File: src/rtl/ysyx_24100027_ifu_pkg.sv
// ysyx_24100027_ifu_pkg: shared FSM encodings, fault cause codes and reset PC for the fetch unit
package ysyx_24100027_ifu_pkg;
  typedef enum logic [1:0] {
    S_REQ   = 2'd0,
    S_WAIT  = 2'd1,
    S_HOLD  = 2'd2,
    S_FAULT = 2'd3
  } state_e;
  localparam logic [1:0] FC_NONE     = 2'b00;
  localparam logic [1:0] FC_ACCESS   = 2'b01;
  localparam logic [1:0] FC_MISALIGN = 2'b10;
  localparam logic [31:0] DEF_RESET_PC = 32'h8000_0000;
endpackage

File: src/rtl/ysyx_24100027_ifu.sv
// ysyx_24100027_ifu: instruction fetch unit, owns the PC and supplies pc/inst to a single-cycle core
module ysyx_24100027_ifu
  import ysyx_24100027_ifu_pkg::*;
#(
  parameter int XLEN = 32,
  parameter logic [XLEN-1:0] RESET_PC = DEF_RESET_PC
) (
  input  logic            clk,
  input  logic            rst,
  output logic            imem_req_valid,
  input  logic            imem_req_ready,
  output logic [XLEN-1:0] imem_req_addr,
  input  logic            imem_rsp_valid,
  input  logic [XLEN-1:0] imem_rsp_data,
  input  logic            imem_rsp_err,
  output logic [XLEN-1:0] pc,
  output logic [XLEN-1:0] inst,
  output logic            inst_valid,
  input  logic            commit,
  input  logic [XLEN-1:0] npc,
  output logic            fault,
  output logic [1:0]      fault_cause,
  output logic [XLEN-1:0] fault_pc,
  output logic [31:0]     retired_cnt
);
  state_e          state_q, state_d;
  logic [XLEN-1:0] pc_q, pc_d, inst_q, inst_d, fault_pc_q, fault_pc_d;
  logic            req_valid_q, req_valid_d, inst_valid_q, inst_valid_d, fault_q, fault_d;
  logic [1:0]      fault_cause_q, fault_cause_d;
  logic [31:0]     retired_cnt_q, retired_cnt_d;

  always_comb begin
    state_d       = state_q;
    pc_d          = pc_q;
    inst_d        = inst_q;
    inst_valid_d  = inst_valid_q;
    fault_d       = fault_q;
    fault_cause_d = fault_cause_q;
    fault_pc_d    = fault_pc_q;
    retired_cnt_d = retired_cnt_q;
    unique case (state_q)
      S_REQ: if (req_valid_q && imem_req_ready) state_d = S_WAIT;
      S_WAIT: begin
        if (imem_rsp_valid && imem_rsp_err) begin
          fault_d       = 1'b1;
          fault_cause_d = FC_ACCESS;
          fault_pc_d    = pc_q;
          state_d       = S_FAULT;
        end else if (imem_rsp_valid) begin
          inst_d       = imem_rsp_data;
          inst_valid_d = 1'b1;
          state_d      = S_HOLD;
        end
      end
      S_HOLD: begin
        if (commit) begin
          retired_cnt_d = retired_cnt_q + 32'd1;
          inst_valid_d  = 1'b0;
          if (npc[1:0] == 2'b00) begin
            pc_d    = npc;
            state_d = S_REQ;
          end else begin
            fault_d       = 1'b1;
            fault_cause_d = FC_MISALIGN;
            fault_pc_d    = npc;
            state_d       = S_FAULT;
          end
        end
      end
      S_FAULT: state_d = S_FAULT;
    endcase
    // registered so the request appears the cycle after reset release or commit
    req_valid_d = (state_d == S_REQ);
  end

  always_ff @(posedge clk) begin
    if (!rst) begin
      state_q       <= S_REQ;
      pc_q          <= RESET_PC;
      inst_q        <= '0;
      req_valid_q   <= 1'b0;
      inst_valid_q  <= 1'b0;
      fault_q       <= 1'b0;
      fault_cause_q <= FC_NONE;
      fault_pc_q    <= '0;
      retired_cnt_q <= '0;
    end else begin
      state_q       <= state_d;
      pc_q          <= pc_d;
      inst_q        <= inst_d;
      req_valid_q   <= req_valid_d;
      inst_valid_q  <= inst_valid_d;
      fault_q       <= fault_d;
      fault_cause_q <= fault_cause_d;
      fault_pc_q    <= fault_pc_d;
      retired_cnt_q <= retired_cnt_d;
    end
  end

  assign imem_req_valid = req_valid_q;
  assign imem_req_addr  = pc_q;
  assign pc             = pc_q;
  assign inst           = inst_q;
  assign inst_valid     = inst_valid_q;
  assign fault          = fault_q;
  assign fault_cause    = fault_cause_q;
  assign fault_pc       = fault_pc_q;
  assign retired_cnt    = retired_cnt_q;
endmodule
File: config.mk
export PLATFORM = sky130hd
export DESIGN_NAME = ysyx_24100027_ifu
export DESIGN_NICKNAME = d
export VERILOG_FILES = /design/src/rtl/ysyx_24100027_ifu_pkg.sv /design/src/rtl/ysyx_24100027_ifu.sv
export SDC_FILE = /design/constraint.sdc
export NUM_CORES = 1
export LEC_CHECK = 0
export BUFFER_PORTS_ARGS = -buffer_cell sky130_fd_sc_hd__buf_2
export CAP_MARGIN = 0
export CORE_AREA = 2 2 110 112
export DETAILED_ROUTE_END_ITERATION = 6
export DIE_AREA = 0 0 112 114
export GPL_TIMING_DRIVEN = 0
export PLACE_DENSITY = 0.9
export SLEW_MARGIN = 20
export SYNTH_ARGS = -nofsm -noshare
export SYNTH_HDL_FRONTEND = slang
export SYNTH_SLANG_ARGS = --single-unit
File: constraint.sdc
create_clock -name clk -period 2.45 [get_ports clk]
set_input_delay 0.735 -clock clk [delete_from_list [all_inputs] [get_ports clk]]
set_output_delay 0.735 -clock clk [all_outputs]
set_load 0.03 [all_outputs]
Yosys cells after proc, flatten, opt, wreduce, memory -nomap -nowiden
Cells that the tools add are included.
{ "word_totals": {"register_bits": 135, "in_bits": 70, "output_inout_bits": 165, "word_cells": 52} }
{ "op_classes": {"n_addsub": 1, "n_eq_ne": 8, "n_mux": 22, "n_bitwise": 1, "n_reduce_logical": 11} }
{ "op_table": {"columns": ["op", "n"], "rows": [
  ["$mux W32", 3],
  ["$pmux W32 S2", 1],
  ["$add A32 B1 Y32 const B", 1],
  ["$mux W2", 8],
  ["$ne A2 B2 Y1 const B", 5],
  ["$pmux W2 S4", 1],
  ["$reduce_and A4 Y1", 2],
  ["$logic_not A2 Y1", 3],
  ["$mux W1", 6],
  ["$reduce_and A3 Y1", 2],
  ["$eq A2 B2 Y1 const B", 2],
  ["$pmux W1 S2", 2],
  ["$pmux W2 S2", 1],
  ["$eq A2 B1 Y1 const B", 1],
  ["$logic_and A1 B1 Y1", 2],
  ["$reduce_and A2 Y1", 1],
  ["$reduce_bool A2 Y1", 1],
  ["$not A1 Y1", 1]
]} }

Logic depth before layout (Yosys ltp)
{ "logic_depth": {"depth_word": 5, "mapped_depth": 7} }

Least setup slack after synthesis
OpenSTA, ideal clock, no wires.
{ "synth_timing": {"kind": "flip-flop to flip-flop", "from": "register retired_cnt_q[0], in the netlist retired_cnt[0]", "to": "register retired_cnt_q[30], in the netlist retired_cnt[30]", "arrival_time_ns": 2.077, "required_time_ns": 2.318, "path_slack_ns": 0.241, "path_stages_with_launch": 8, "n_path_buf": 2, "cell_sequence": "dfxtp_1 ha_1 nand4b_2 or4_1 clkbuf_1 clkbuf_1 o31ai_1 a21oi_1"} }
{ "synth_between": {"elab_chain_cells": 1} }
{ "synth_rtl": {"columns": ["item", "line", "text"], "rows": [
  ["start, declared", "ysyx_24100027_ifu.sv:30", "logic [31:0] retired_cnt_q, retired_cnt_d;"],
  ["start signal, assigned", "ysyx_24100027_ifu.sv:96", "retired_cnt_q <= retired_cnt_d;"],
  ["$add A32 B1 Y32", "ysyx_24100027_ifu.sv:57", "retired_cnt_d = retired_cnt_q + 32'd1;"]
]} }
No other way between the ends.
A chain may end at the register's enable or synchronous reset.

Worst setup path in the final report
{ "layout_timing": {"from": "register retired_cnt_q[1], in the netlist retired_cnt[1]", "to": "register retired_cnt_q[24], in the netlist retired_cnt[24]"} }
The elaborated chain is that of the path after synthesis.

==> flow_summary.yaml <==
sta:
  timing.final.crit_period_ns: 2.27
  finalCritPeriodShare_pct: 92.8
  slew_headroom_pct: 53.7
  postLayoutSetupSlackWorst_ns: 0.177
  tightest_slew_ns: 0.692
  maxSlewViolCount: 0
  rsz0062_at_grt: "false"
  final_hold_viol_count: 0
  timing.hold.ws_ns: 0.450
  finClkSkew_ns: 0.00713
  fmax_mhz: 440
  setup_violations: 0
floorplanning:
  start_util_pct: 46.9
  die_area_sq_um: 12800
  rows: 40
  core_area_sq_um: 11700
  die_h_microns: 114
  io_pins: 235
  die_w_microns: 112
clock_network:
  cts_tree: "built"
  cts_max_path_buffers: 2
  clock-sinks: 135
  cts_root_buffer: "clkbuf_16"
  cts_made_buffers: 17
  insertion_delay_ns: 0.41
  holdBufCountCts: 0
  h-tree-depth: 4
  clk_pin_slew_worst_paths_ns: 0.06
drt:
  wl_per_cell_microns: 14.9
  drt-total-wl_microns: 16100
  firstDrtPassIters: 5
  drt_iter0_drc: 405
  drt.antenna.violating_nets: 0
  via_per_inst: 5.23
  vias: 5642
  drc: 0
logic_synthesis:
  seq_area_frac_synth_pct: 49.2
  ys_top_cells_by_area: "dfxtp_1 49%, a21oi_1 11%, nand2_1 9.5%"
  synth_fa_ha_area_share_pct: 0.228
  ys_ff_latch: 135
  syn_nets: 738
  synth_top_family_by_area: "compound AO/OA/AOI/OAI gates"
  synth_cell_type_count: 39
  synth_mux_area_share_pct: 0.182
  synth_xor_area_share_pct: 1.75
  synth_edf_count: 0
  yosys.area_share.simple_pct: 18.5
  synth.largest_area_cell: "dfxtp_1"
  synth_top_area_share_pct: 49.2
  synthFlopType: "dfxtp_1"
  synth_compound_area_share_pct: 21.3
  synthArstFlopShare_pct: 0
  synthCells: 667
  synth-warning-count: 0
  synth_area_sq_um: 5490
  avgSynthCellArea_sq_um: 8.24
pwr:
  powerDensity_nw_per_um2: 710
  ir_worst_vdd_uv: 751
  power.total_uw: 5280
  leakage_uw: 0.00326
place:
  io_buffers: 233
  post_dp_cell_area_sq_um: 6840
  dp_hpwl_microns: 11600
  place_congestion: 0.837
  dpl_worst_slack_ns: -0.128
hold_path:
  hp-class: "reg -> reg"
global_routing:
  grt_first_pass_wirelength_microns: 25000
  grt_overflow_total: 0
  antenna_found_initial: 0
  grt_pass1_vias: 5223
  grt_max_degree: 17
  use_met2_pct: 43.2
  grtUsageMet3_pct: 7.49
  met1_usage_pct: 28.4
  grt.total_usage_pct: 24.5
  top_usage_layer: "met2"
finish:
  final_core_util_pct: 63.6
  syn2layout_area_growth_pct: 35.6
  antennaDiodeCount: 0
  final_area_sq_um: 7450
  nets: 990
  final_layout_size_suffix_gt1_share_pct: 32.7
worst_setup_path:
  critPathMaxFanout: 10
  crit_required_ns: 2.73
  crit_path_end_kind: "flop"
  critPathKind: "reg -> reg"
  cp-start-kind: "flop"
  cp.arrival_ns: 2.55
run_status:
  outcome: "complete, no violations"
run:
  drv_cap: 0
per-layer routing:
layer	routed length, microns	vias up
met5	0	-
met1	6660	2612
li1	-	2797
met3	1220	25
met2	8050	208
met4	191	0
synth_stat cells, types with 2 or more instances:
cell type  count
buf_4         32
o31ai_1       13
nor3_1         6
nor4_1         3
and3_1         2
nor2_1        16
a31oi_1        2
and3b_1        2
nand3_1        8
a21oi_1      117
a22oi_1       32
o21a_1         2
inv_1         11
o21ai_0       25
xnor2_1        8
xor2_1         3
and4_1         2
o21ai_1       14
nand2_1      139
dfxtp_1      135
and2_1         2
clkbuf_1      45
nand4_1        9
nand2b_1       2
or3_1          6
buf_2          3
or4_1         16
cell usage in the layout, fill, tap and decap left out, types with 6 or more instances in the layout:
| master | Yosys | routed |
|---|---|---|
| buf_4 | 32 | 32 |
| clkbuf_1 | 45 | 47 |
| dfxtp_1 | 135 | 134 |
| a22oi_1 | 32 | 32 |
| xnor2_1 | 8 | 8 |
| or3_1 | 6 | 6 |
| inv_1 | 11 | 11 |
| nor3_1 | 6 | 6 |
| or4_1 | 16 | 16 |
| o31ai_1 | 13 | 13 |
| clkbuf_16 | 0 | 17 |
| nand3_1 | 8 | 8 |
| o21ai_1 | 14 | 14 |
| buf_2 | 3 | 237 |
| nor2_1 | 16 | 16 |
| o21ai_0 | 25 | 25 |
| a21oi_1 | 117 | 117 |
| nand2_1 | 139 | 139 |
| nand4_1 | 9 | 9 |
repair_timing:
action,CTS,global route
buffers inserted,0,0
setup endpoints to repair,0,10
gates resized for setup,0,4
sequential cells by signal, indices dropped and copies added (netlist names):
signal,count
fault_cause,2
imem_req_addr,32
imem_req_valid,1
fault_pc,32
fault,1
state_q,2
retired_cnt,32
inst,32
inst_valid,1
cells by family after synthesis:
kind of cell,Yosys count
buffers and inverters,94
adders and majority gates,1
xor gates and xnor gates,11
AOI/OAI and AO/OA,208
muxes,1
DFF,135
and+or+nand+nor,217
through the flow:
stage	cells	setup TNS, ns
global placement	1047	-1.03
floorplan	667	0
global route	1079	0
CTS	1079	0
detailed placement	1047	-1.15
finish	1079	0
power by group:
part           internal, uW  leakage [uW]  switching (uW)  total [uW]
clock network          1670      0.000297             925        2600
registers              2240       0.00109            22.6        2260
logic                   139       0.00187             284         423
path summary, 6_finish.rpt:
path / start / end / slack [ns] / cells after the start
setup / recovery: retired_cnt[1]$_SDFFE_PN0P_ / retired_cnt[24]$_SDFFE_PN0P_ / 0.18 / 7
setup reg to reg: retired_cnt[1]$_SDFFE_PN0P_ / retired_cnt[24]$_SDFFE_PN0P_ / 0.18 / 7
hold / removal: inst[24]$_SDFFE_PN0P_ / inst[24]$_SDFFE_PN0P_ / 0.45 / 2
hold reg to reg: inst[24]$_SDFFE_PN0P_ / inst[24]$_SDFFE_PN0P_ / 0.45 / 2
worst max-delay path: stages, from the launching register on:
cell	delay, ns
dfxtp_1	0.44
ha_1	0.25
nand4b_2	0.20
or4_1	0.51
clkbuf_1	0.19
buf_2	0.22
o31ai_1	0.24
a21oi_1	0.09
final cells by class:
class	instances	area, sq um
Fill cell	1034	4270
Sequential cell	135	2700
Multi-Input combinational cell	438	2310
Timing Repair Buffer	233	1170
Clock buffer	23	478
Buffer	82	440
Tap cell	147	184
Clock inverter	9	123
Inverter	12	45.0
No activity file was read; power rests on OpenSTA's default activity.
